File: src/rtl/rle_job_sched.sv
// Purpose: queues host compression jobs and runs them one at a time on the single rle engine.
// Latency: rle_start is high 2 cycles after the accepting cycle; a size-0 job completes 2 cycles after it.
// Backpressure: job_ready drops while the queue is full; a stalled completion blocks launches, not pushes.
// Optional watchdog on WAIT is compiled in with `define RLE_SCHED_TIMEOUT_EN.
module rle_job_sched #(
    parameter int DEPTH       = 4,
    parameter int TAG_W       = 4,
    parameter int TIMEOUT_CYC = 65536
) (
    input  logic                       clk,
    input  logic                       reset,
    input  logic                       job_valid,
    output logic                       job_ready,
    input  logic [31:0]                job_msg_addr,
    input  logic [31:0]                job_msg_size,
    input  logic [31:0]                job_rle_addr,
    input  logic [TAG_W-1:0]           job_tag,
    output logic                       rle_nreset,
    output logic                       rle_start,
    output logic [31:0]                rle_message_addr,
    output logic [31:0]                rle_message_size,
    output logic [31:0]                rle_rle_addr,
    input  logic                       rle_done,
    input  logic [31:0]                rle_size_in,
    output logic                       cmp_valid,
    input  logic                       cmp_ready,
    output logic [TAG_W-1:0]           cmp_tag,
    output logic [31:0]                cmp_rle_size,
    output logic                       cmp_err,
    output logic                       busy,
    output logic [$clog2(DEPTH):0]     queue_count,
    output logic [15:0]                jobs_done
);
    localparam int PTR_W = $clog2(DEPTH);
    localparam int CNT_W = PTR_W + 1;

    // Bad parameter sets are rejected at elaboration rather than producing a broken queue.
    if (DEPTH < 2 || (DEPTH & (DEPTH - 1)) != 0 || TIMEOUT_CYC < 1) begin : g_param_check
        $error("rle_job_sched: DEPTH must be a power of 2 >= 2 and TIMEOUT_CYC >= 1");
    end

    typedef struct packed {
        logic [31:0]      msg_addr;
        logic [31:0]      msg_size;
        logic [31:0]      rle_addr;
        logic [TAG_W-1:0] tag;
    } job_t;

    typedef enum logic [2:0] {
        S_IDLE,
        S_LAUNCH,
        S_ARM,
        S_WAIT,
        S_CMPL,
        S_RECOV
    } state_t;

    job_t             q_mem [DEPTH];
    logic [PTR_W-1:0] wr_ptr;
    logic [PTR_W-1:0] rd_ptr;
    logic [CNT_W-1:0] count;
    job_t             job_in;
    job_t             head;
    logic             full;
    logic             push;
    logic             pop;
    state_t           state;
    logic [TAG_W-1:0] cur_tag;

`ifdef RLE_SCHED_TIMEOUT_EN
    logic [31:0]      wd_cnt;
    logic             rec_cnt;
    logic             cmp_err_q;
`endif

    assign job_in      = '{msg_addr: job_msg_addr, msg_size: job_msg_size,
                           rle_addr: job_rle_addr, tag: job_tag};
    assign head        = q_mem[rd_ptr];
    assign full        = (count == CNT_W'(DEPTH));
    // Held low during reset so the host sees job_ready rise on the first free cycle.
    assign job_ready   = ~reset & ~full;
    assign push        = job_valid & job_ready;
    assign pop         = (state == S_IDLE) && (count != '0);
    assign queue_count = count;
    assign busy        = (state != S_IDLE) || (count != '0);
    // The engine is only held in reset by the host reset or by watchdog recovery.
    assign rle_nreset  = ~reset & (state != S_RECOV);

`ifdef RLE_SCHED_TIMEOUT_EN
    assign cmp_err = cmp_err_q;
`else
    assign cmp_err = 1'b0;
`endif

    // Job queue: wrapping pointers, simultaneous push and pop leave the count unchanged.
    always_ff @(posedge clk) begin
        if (reset) begin
            wr_ptr <= '0;
            rd_ptr <= '0;
            count  <= '0;
        end else begin
            if (push) begin
                q_mem[wr_ptr] <= job_in;
                wr_ptr        <= wr_ptr + PTR_W'(1);
            end
            if (pop) begin
                rd_ptr <= rd_ptr + PTR_W'(1);
            end
            case ({push, pop})
                2'b10:   count <= count + CNT_W'(1);
                2'b01:   count <= count - CNT_W'(1);
                default: count <= count;
            endcase
        end
    end

    // Launch/complete sequencer; every engine-facing and host-facing output is registered here.
    always_ff @(posedge clk) begin
        if (reset) begin
            state            <= S_IDLE;
            rle_start        <= 1'b0;
            rle_message_addr <= '0;
            rle_message_size <= '0;
            rle_rle_addr     <= '0;
            cur_tag          <= '0;
            cmp_valid        <= 1'b0;
            cmp_tag          <= '0;
            cmp_rle_size     <= '0;
            jobs_done        <= '0;
`ifdef RLE_SCHED_TIMEOUT_EN
            wd_cnt           <= '0;
            rec_cnt          <= 1'b0;
            cmp_err_q        <= 1'b0;
`endif
        end else begin
            rle_start <= 1'b0;
            case (state)
                S_IDLE: begin
                    if (pop) begin
                        rle_message_addr <= head.msg_addr;
                        rle_message_size <= head.msg_size;
                        rle_rle_addr     <= head.rle_addr;
                        cur_tag          <= head.tag;
                        if (head.msg_size == 32'd0) begin
                            // Nothing to compress: report an empty result without touching the engine.
                            state        <= S_CMPL;
                            cmp_valid    <= 1'b1;
                            cmp_tag      <= head.tag;
                            cmp_rle_size <= '0;
`ifdef RLE_SCHED_TIMEOUT_EN
                            cmp_err_q    <= 1'b0;
`endif
                        end else begin
                            state     <= S_LAUNCH;
                            rle_start <= 1'b1;
                        end
                    end
                end
                S_LAUNCH: begin
                    state <= S_ARM;
                end
                S_ARM: begin
                    // done may still be high from the previous job here, so it is not looked at.
                    state <= S_WAIT;
`ifdef RLE_SCHED_TIMEOUT_EN
                    wd_cnt <= '0;
`endif
                end
                S_WAIT: begin
                    if (rle_done) begin
                        state        <= S_CMPL;
                        cmp_valid    <= 1'b1;
                        cmp_tag      <= cur_tag;
                        cmp_rle_size <= rle_size_in;
`ifdef RLE_SCHED_TIMEOUT_EN
                        cmp_err_q    <= 1'b0;
                    end else if (wd_cnt == 32'(TIMEOUT_CYC - 1)) begin
                        state   <= S_RECOV;
                        rec_cnt <= 1'b0;
                    end else begin
                        wd_cnt <= wd_cnt + 32'd1;
`endif
                    end
                end
`ifdef RLE_SCHED_TIMEOUT_EN
                S_RECOV: begin
                    // Two cycles of engine reset, then report the job as aborted.
                    if (rec_cnt) begin
                        state        <= S_CMPL;
                        cmp_valid    <= 1'b1;
                        cmp_tag      <= cur_tag;
                        cmp_rle_size <= '0;
                        cmp_err_q    <= 1'b1;
                    end else begin
                        rec_cnt <= 1'b1;
                    end
                end
`endif
                S_CMPL: begin
                    if (cmp_ready) begin
                        state     <= S_IDLE;
                        cmp_valid <= 1'b0;
                        jobs_done <= jobs_done + 16'd1;
                    end
                end
                default: begin
                    state <= S_IDLE;
                end
            endcase
        end
    end

endmodule

File: config.mk
export PLATFORM = sky130hd
export DESIGN_NAME = rle_job_sched
export DESIGN_NICKNAME = d
export VERILOG_FILES = /design/src/rtl/rle_job_sched.sv
export SDC_FILE = /design/constraint.sdc
export NUM_CORES = 1
export LEC_CHECK = 0
export CAP_MARGIN = 10
export CORE_MARGIN = 2
export CORE_UTILIZATION = 58
export CTS_CLUSTER_SIZE = 24
export DETAILED_ROUTE_END_ITERATION = 16
export PLACE_DENSITY = 0.81
export SYNTH_ARGS = -nofsm -noshare
export SYNTH_HDL_FRONTEND = slang
export SYNTH_SLANG_ARGS = --single-unit
File: constraint.sdc
create_clock -name clk -period 8.05 [get_ports clk]
set_input_delay 2.0125 -clock clk [delete_from_list [all_inputs] [get_ports clk]]
set_output_delay 2.0125 -clock clk [all_outputs]
set_load 0.05 [all_outputs]
# Yosys cells after proc, flatten, opt, wreduce, memory -nomap -nowiden
# Memories as Yosys holds them, arrays and structs flattened. A register that Yosys moved wholly into a read port is not among the register bits.
# Cells that the tools add are included.
word_totals:
  ram_bits: 400
  mem_count: 1
  reg_bits: 164
  output_inout_bits: 157
  wordCells: 78
memory_table:
  columns: ["name", "words", "word_bits", "rd", "rd_clocked_by_memory_dff", "write_ports", "line", "rtl"]
  rows:
  - ["q_mem", 4, 100, 1, 1, 1, "58", "job_t q_mem [DEPTH];"]
classes:
  n_eq_ne: 12
  muxes: 25
  bitwise_logic: 7
  reduce_logical: 15
  add_sub_neg: 5
op_table:
  columns: ["cell", "count"]
  rows:
  - ["32-bit two-way mux", 3]
  - ["32-bit case mux with 2 select lines", 1]
  - ["32-bit zero test", 1]
  - ["16-bit by 1-bit adder with 16-bit output, second input constant", 1]
  - ["3-bit case mux with 5 select lines", 1]
  - ["3-bit two-way mux", 4]
  - ["4-bit two-way mux", 3]
  - ["3-bit nonzero test", 3]
  - ["1-bit two-way mux", 8]
  - ["4-bit case mux with 2 select lines", 1]
  - ["3-bit by 2-bit == test with 1-bit output, second input constant", 2]
  - ["3-bit == test, second input constant", 2]
  - ["2-bit != test, second input constant", 3]
  - ["3-bit case mux with 2 select lines", 1]
  - ["5-bit AND reduction", 1]
  - ["2-bit by 1-bit adder with 2-bit output, second input constant", 2]
  - ["2-bit two-way mux", 2]
  - ["1-bit NOT", 4]
  - ["2-bit AND reduction", 2]
  - ["4-bit AND reduction", 1]
  - ["2-bit nonzero test", 2]
  - ["3-bit by 1-bit adder with 3-bit output, second input constant", 1]
  - ["1-bit bitwise AND", 3]
  - ["3-bit by 1-bit == test with 1-bit output, second input constant", 1]
  - ["other kinds (11)", 11]

# Depth between registers and ports, before layout
# Gate-level depths: netlist of the first run.
depth:
  depth_word: 7
  mapped_depth: 11
  ltp_nobuf: 10

# Worst setup path before layout of the first run
# No wires, ideal clock.
synth_timing:
  path_kind: "input to register"
  start: "input reset"
  end: "memory q_mem[0][0] (netlist name), enable pin"
  t_arrival_ps: 5626
  stages: 3
  path_slack_ps: 1953
  setup_time_ps: 471
  cell_sequence: "clkbuf_1 > a31oi_1 > and3_1"
synth_via:
  elab_chain_cells: 6
synth_lines:
  columns: ["element", "line", "rtl"]
  rows:
  - ["start: declaration", "11", "input logic reset,"]
  - ["1-bit NOT", "81", "assign job_ready = ~reset & ~full;"]
  - ["1-bit bitwise AND", "81", null]
  - ["net job_ready", "13", "output logic job_ready,"]
  - ["1-bit bitwise AND", "82", "assign push = job_valid & job_ready;"]
  - ["1-bit two-way mux", "102", "if (push) begin"]
  - ["1-bit two-way mux", "97", "if (reset) begin"]
  - ["1-bit two-way mux (implied by the code)", "103", "q_mem[wr_ptr] <= job_in;"]
  - ["end: declaration", "58", null]
# The timed path passes the listed nets, and every way through them passes these cells.

# Final worst setup path of the first run
layout_timing:
  start: "input reset"
  end: "output job_ready"
layout_via:
  elab_chain_cells: 2
layout_lines:
  columns: ["element", "line"]
  rows:
  - ["1-bit NOT", "81"]
  - ["1-bit bitwise AND", "81"]
  - ["end: declaration", "13"]
# Every way passes these cells.

==> results.yml, run 1 <==
logic_synthesis:
  yosys_register_bits: 566
  synth_top_family_by_area: "multiplexers"
  synthCells: 1214
  synth_area_leaders: "edfxtp_1 (59%), dfxtp_1 (16%), mux4_2 (11%), nand2_1 (4.0%), a21oi_1 (2.6%)"
  yosysTopAreaCellShare: 0.590
  synth_nets: 1358
  yosys.area.top_type: "edfxtp_1"
  yosysSeqAreaShare: 0.754
  synthAdderAreaFrac: 0.00467
  muxShareOfSynthArea: 0.113
  syn_area_per_cell_um2: 16.8
  synth_area_mm2: 0.0203
  synth_warnings: 0
  post_synth_xor_area_fraction: 0.00775
  synth_cell_type_count: 40
  yosys.area_share.simple: 0.0582
  synth_compound_area_frac: 0.0459
floorplan:
  core_mm2: 0.0345
  fp.dieArea_mm2: 0.0366
  core.rowCount: 68
  start_util: 0.589
  dieWidth_um: 191
  boundaryPins: 294
  die_y_um: 191
timing:
  tns_ns: 0
  fin_skew_ns: 0.0138
  final-setup-viol-count: 0
  final_min_period_over_clock_period: 0.724
  period_minus_slack_ns: 5.83
  rsz0062_at_grt: "false"
  maxSlewHeadroom: 0.192
  worst_slack_ns: 2.22
  hold_viol_final: 0
  worst_pin_slew_ns: 1.21
  clock.fmax_mhz: 172
  slew_viol_final: 0
placed_design:
  place.gp.congestion: 0.769
  dp_hpwl_mm: 25.6
  dp_cells: 1905
  io_buffers: 292
  dp_slack_ns: 2.26
detailed_routing:
  wl_mm: 44.3
  drtPass1Iterations: 5
  drt_iter0_drc: 736
  wl_per_cell_um: 22.0
  ant_nets: 0
  drc: 0
  via_count: 11600
  avgViaCountPerCell: 5.75
cts:
  cts.sinks: 566
  cts-resized-gates: 0
  cts_root_buffer: "clkbuf_16"
  clock_latency_ns: 0.59
  cts_max_level: 2
  cts_setup_buffers: 0
  holdBufCountCts: 0
  cts_buffer_depth: 3
  path_clk_slew_ns: 0.06
  cts_buffers: 55
  cts_tree: "yes"
critical_path:
  crit_family: "buffers and inverters"
  slowest_stage: "clkdlybuf4s50_1"
  crit_required_ns: 6.04
  timing.rr.end: "cmp_rle_size[22]$_SDFFE_PP0P_"
  r2r_cells: 8
  crit_chain: "buf_4 -> a31oi_1 -> clkdlybuf4s50_1"
  cp.arrival_ns: 3.82
  end_kind: "output pin"
  startpoint_type: "input pin"
  cpPeakStageDelay_ns: 0.93
  cp_num_buf_inv: 2
  worstPathMaxFanout: 48
  r2r_slack_ns: 4.24
  critPathKind: "input pin to output pin"
hold_path:
  holdCritPathClass: "register to register"
  hp-start: "cur_tag[0]$_SDFFE_PP0P_"
  hold_depth: 2
  hold_path_end: "cur_tag[0]$_SDFFE_PP0P_"
power_and_ir_drop:
  leakage_uw: 0.00836
  worst_ir_drop_vdd_v: 0.000352
  totalPowerFinal_uw: 8910
  powerDensity_mw_per_mm2: 348
layout:
  seq_area_mm2: 0.0153
  drive_gt1_frac: 0.143
  finalNonFillerCells: 2013
  fillers: 2047
  syn2layout_area_growth_pct: 25.7
  finalNetCount: 1651
  final_common_cell: "edfxtp_1"
  multiInputGateArea_mm2: 0.00472
  post-route-util: 0.741
  final_cell_mix: "edfxtp_1 (400), clkdlybuf4s50_1 (291), nand2_1 (215)"
grt:
  track_usage: 0.244
  overflow: 0
  grt_pass1_vias: 11900
  grt_first_pass_wirelength_mm: 66.7
  antenna_found_initial: 8
  grt_max_degree: 102
flow_run:
  drv_cap: 0
run_status:
  status: "completed"
## worst max path at each step
stage / startpoint / slack, ns / to / cells past startpoint
floorplan: reset / 1.95 / q_mem[0][0]$_DFFE_PP_ / 3
CTS: reset / 2.26 / job_ready / 3
global placement: reset / 2.33 / job_ready / 3
finish: reset / 2.22 / job_ready / 3
global route: reset / 2.15 / job_ready / 3
detailed placement: reset / 2.26 / job_ready / 3
## routing by layer
layer / part of all wire / GRT usage
met1: 0.39 / 0.309
met2: 0.50 / 0.408
met3: 0.080 / 0.0628
met4: 0.029 / 0.0908
met5: 0.0013 / 0
## report_power, final
| group | internal (uW) | switching, uW |
|---|---|---|
| Combinational | 885 | 1680 |
| Sequential | 3490 | 221 |
| Clock | 1570 | 1060 |
| Total | 5940 | 2970 |
## final cells by class
| type | instances | share of cell area |
|---|---|---|
| clock inverters | 25 | 0.0116 |
| diodes | 4 | 0.000391 |
| well taps | 455 | 0.0223 |
| inverters | 12 | 0.00186 |
| clock buffers | 79 | 0.0621 |
| repair buffers | 304 | 0.118 |
| flip-flops and latches | 566 | 0.600 |
| multi-input cells | 568 | 0.184 |
## kinds of logic after synthesis
group | after synthesis
flip-flops | 566
AND/OR/NAND/NOR | 283
AO/OA/AOI/OAI | 154
multiplexers | 105
buffers and inverters | 80
XOR/XNOR | 18
adder cells (fa/ha/maj) | 7
other | 1
## cell usage after synthesis (all sizes together)
library cell    n
xnor2           8
nor3            5
o31ai           1
a31oi           3
nor4            9
and4            2
or3             3
a211oi          2
and3            6
nand3           4
mux2i           1
ha              6
nand2         215
mux2            4
or4b            1
clkinv          1
fa              1
edfxtp        400
dfxtp         166
nand4           2
o21ai           4
mux4          100
nand2b          5
nor4bb          1
and2            4
nor2           26
conb            1
clkbuf         51
a22o           32
buf            17
a21oi         107
o221a           4
inv            11
o21a            1
xor2           10
## flip-flops by register name (all words and copies together) (netlist names), named ones only
signal            cells
cur_tag               4
queue_count           3
rle_message_size     32
wr_ptr                2
jobs_done            16
cmp_rle_size         32
rle_start             1
rle_rle_addr         32
q_mem               400
cmp_tag               4
cmp_valid             1
rd_ptr                2
rle_message_addr     32
state                 3
## per-stage QoR
stage,area [um^2],hold slack [ns]
after floorplan,20300,0.433
after CTS,25600,0.455
after global placement,23700,0.438
after detailed placement,23700,0.447
final,25600,0.452
after global routing,25600,0.469
## worst register-to-register path, stage by stage (launching register included)
cell and delay, ns:
dfxtp_4 0.73, buf_4 0.71, mux4_2 0.64, nor4_1 0.30, nand2_1 0.17, nor4_4 0.49
a211oi_4 0.11, buf_4 0.29, a22o_1 0.25
No activity file was read; power rests on OpenSTA's default activity.
==> run 2: changes to the inputs <==
--- a/config.mk
+++ b/config.mk
@@ -7,10 +7,10 @@
 export LEC_CHECK = 0
 export CAP_MARGIN = 10
 export CORE_MARGIN = 2
-export CORE_UTILIZATION = 58
+export CORE_UTILIZATION = 54
 export CTS_CLUSTER_SIZE = 24
 export DETAILED_ROUTE_END_ITERATION = 16
-export PLACE_DENSITY = 0.81
+export PLACE_DENSITY = 0.76
 export SYNTH_ARGS = -nofsm -noshare
 export SYNTH_HDL_FRONTEND = slang
 export SYNTH_SLANG_ARGS = --single-unit
==> constraint.sdc (replaced) <==
create_clock -name clk -period 5.7 [get_ports clk]
set_input_delay 1.425 -clock clk [delete_from_list [all_inputs] [get_ports clk]]
set_output_delay 1.425 -clock clk [all_outputs]
set_load 0.05 [all_outputs]
==> run 2 against run 1 <==
  * Critical path depth is the same
  * Sequential power increased by 42%
  * Count of clock-buffer cells in the layout fell by 3
  * Sequential share of layout area shrank 0.059 points
  * Sequential cell count unchanged
  * Cell count increased by 3.0%
  * Setup slack worse by 0.84 ns
  * Via count down 1.5%
  * Cell area hardly changed
  * Clock power increased by 32%
  * First-iteration DRC count fell by 4.1%
  * Global-route usage fell by 1.4 points
==> results.yml, run 2 (synthesis gave the netlist of run 1 again) <==
run_status:
  status: "completed"
power_and_ir_drop:
  leakage_uw: 0.00835
  totalPowerFinal_uw: 12400
  powerDensity_mw_per_mm2: 482
  worst_ir_drop_vdd_v: 0.000445
floorplan:
  start_util: 0.544
  dieWidth_um: 198
  core_mm2: 0.0374
  core.rowCount: 71
  boundaryPins: 294
  die_y_um: 198
  fp.dieArea_mm2: 0.0393
cts:
  cts_buffers: 55
  holdBufCountCts: 0
  clock_latency_ns: 0.60
  cts_buffer_depth: 3
  cts_setup_buffers: 0
  cts-resized-gates: 0
  cts_tree: "yes"
  cts_max_level: 2
  cts_root_buffer: "clkbuf_16"
  cts.sinks: 566
  path_clk_slew_ns: 0.06
timing:
  final_min_period_over_clock_period: 0.757
  slew_viol_final: 0
  fin_skew_ns: 0.0193
  maxSlewHeadroom: 0.289
  tns_ns: 0
  final-setup-viol-count: 0
  clock.fmax_mhz: 232
  period_minus_slack_ns: 4.32
  rsz0062_at_grt: "false"
  worst_pin_slew_ns: 1.05
  hold_viol_final: 0
layout:
  final_common_cell: "edfxtp_1"
  final_cell_mix: "edfxtp_1 (400), clkdlybuf4s50_1 (291), nand2_1 (215)"
  drive_gt1_frac: 0.143
  final_area_mm2: 0.0256
  seq_area_mm2: 0.0153
  fillers: 2480
  syn2layout_area_growth_pct: 25.8
  multiInputGateArea_mm2: 0.00472
  regMostFlops: "q_mem"
  finalNetCount: 1658
  largest_reg_flops: 400
detailed_routing:
  drtPass1Iterations: 5
  via_count: 11400
  ant_nets: 0
  wl_mm: 44.7
  avgViaCountPerCell: 5.50
  wl_per_cell_um: 21.6
  drt_iter0_drc: 706
  drc: 0
critical_path:
  worstPathMaxFanout: 6
  crit_chain: "buf_4 -> a31oi_1 -> clkdlybuf4s50_1"
  critPathKind: "input pin to output pin"
  slowest_stage: "clkdlybuf4s50_1"
  cpPeakStageDelay_ns: 0.92
  end_kind: "output pin"
  cp.arrival_ns: 2.89
  crit_required_ns: 4.28
  startpoint_type: "input pin"
placed_design:
  place.gp.congestion: 0.816
  dp_hpwl_mm: 27.0
  io_buffers: 292
  placement.cell_area_mm2: 0.0238
grt:
  track_usage: 0.230
  grt_pass1_vias: 11800
  grt_max_degree: 81
  antenna_found_initial: 7
  grt_first_pass_wirelength_mm: 67.2
  overflow: 0
hold_path:
  holdCritPathClass: "register to register"
flow_run:
  drv_cap: 0
[run 2: changes by cell type in the layout (fill, tap and decap cells not counted), sizes merged]
cell	previous run	this run
buf	13	20
clkinv	17	21
bufinv	6	3
diode	4	3
inv	14	15
clkbuf	79	76
[run 2: critical path: cells and delay by family]
kind | cells | cell delay (ns)
buf+inv | 2 | 1.06
compound gates | 1 | 0.40
[run 2: worst paths after layout]
check	startpoint	to	slack [ns]	cells after the start
max	reset	job_ready	1.38	3
min	cur_tag[3]$_SDFFE_PP0P_	cur_tag[3]$_SDFFE_PP0P_	0.45	2
max reg2reg	register	cmp_tag[1]$_SDFFE_PP0P_	2.10	6
min reg2reg	cur_tag[3]$_SDFFE_PP0P_	cur_tag[3]$_SDFFE_PP0P_	0.45	2
[run 2: per-layer routing]
layer / wire length, um / up-vias / GRT usage
met1: 17100 / 5721 / 0.277
met4: 1050 / 8 / 0.0816
met3: 3510 / 65 / 0.0596
met5: 54 / - / 0
met2: 23100 / 400 / 0.402
li1: - / 5216 / -
[run 2: per-stage QoR]
stage          setup WS [ns]  utilization  hold slack, ns  instances
2_1_floorplan          0.191            -           0.433       1214
3_3_place_gp            1.44        0.637           0.438       1966
3_5_place_dp            1.39        0.637           0.443       1966
4_1_cts                 1.39        0.683           0.452       2069
5_1_grt                 1.34        0.685           0.469       2074
6_report                1.38        0.685           0.450       2074
[run 2: area by class of cell]
class	count	area share
antenna	3	0.000293
timing repair buffer	311	0.122
clock inverter	27	0.00870
tap	511	0.0250
inverter	12	0.00186
multi-input combinational	568	0.184
sequential	566	0.599
clock buffer	76	0.0592
[run 2: report_power, final]
group	switching, uW	leakage (uW)	internal [uW]
registers	338	0.00498	4930
logic	2360	0.00250	1260
clock network	1480	0.000865	2000
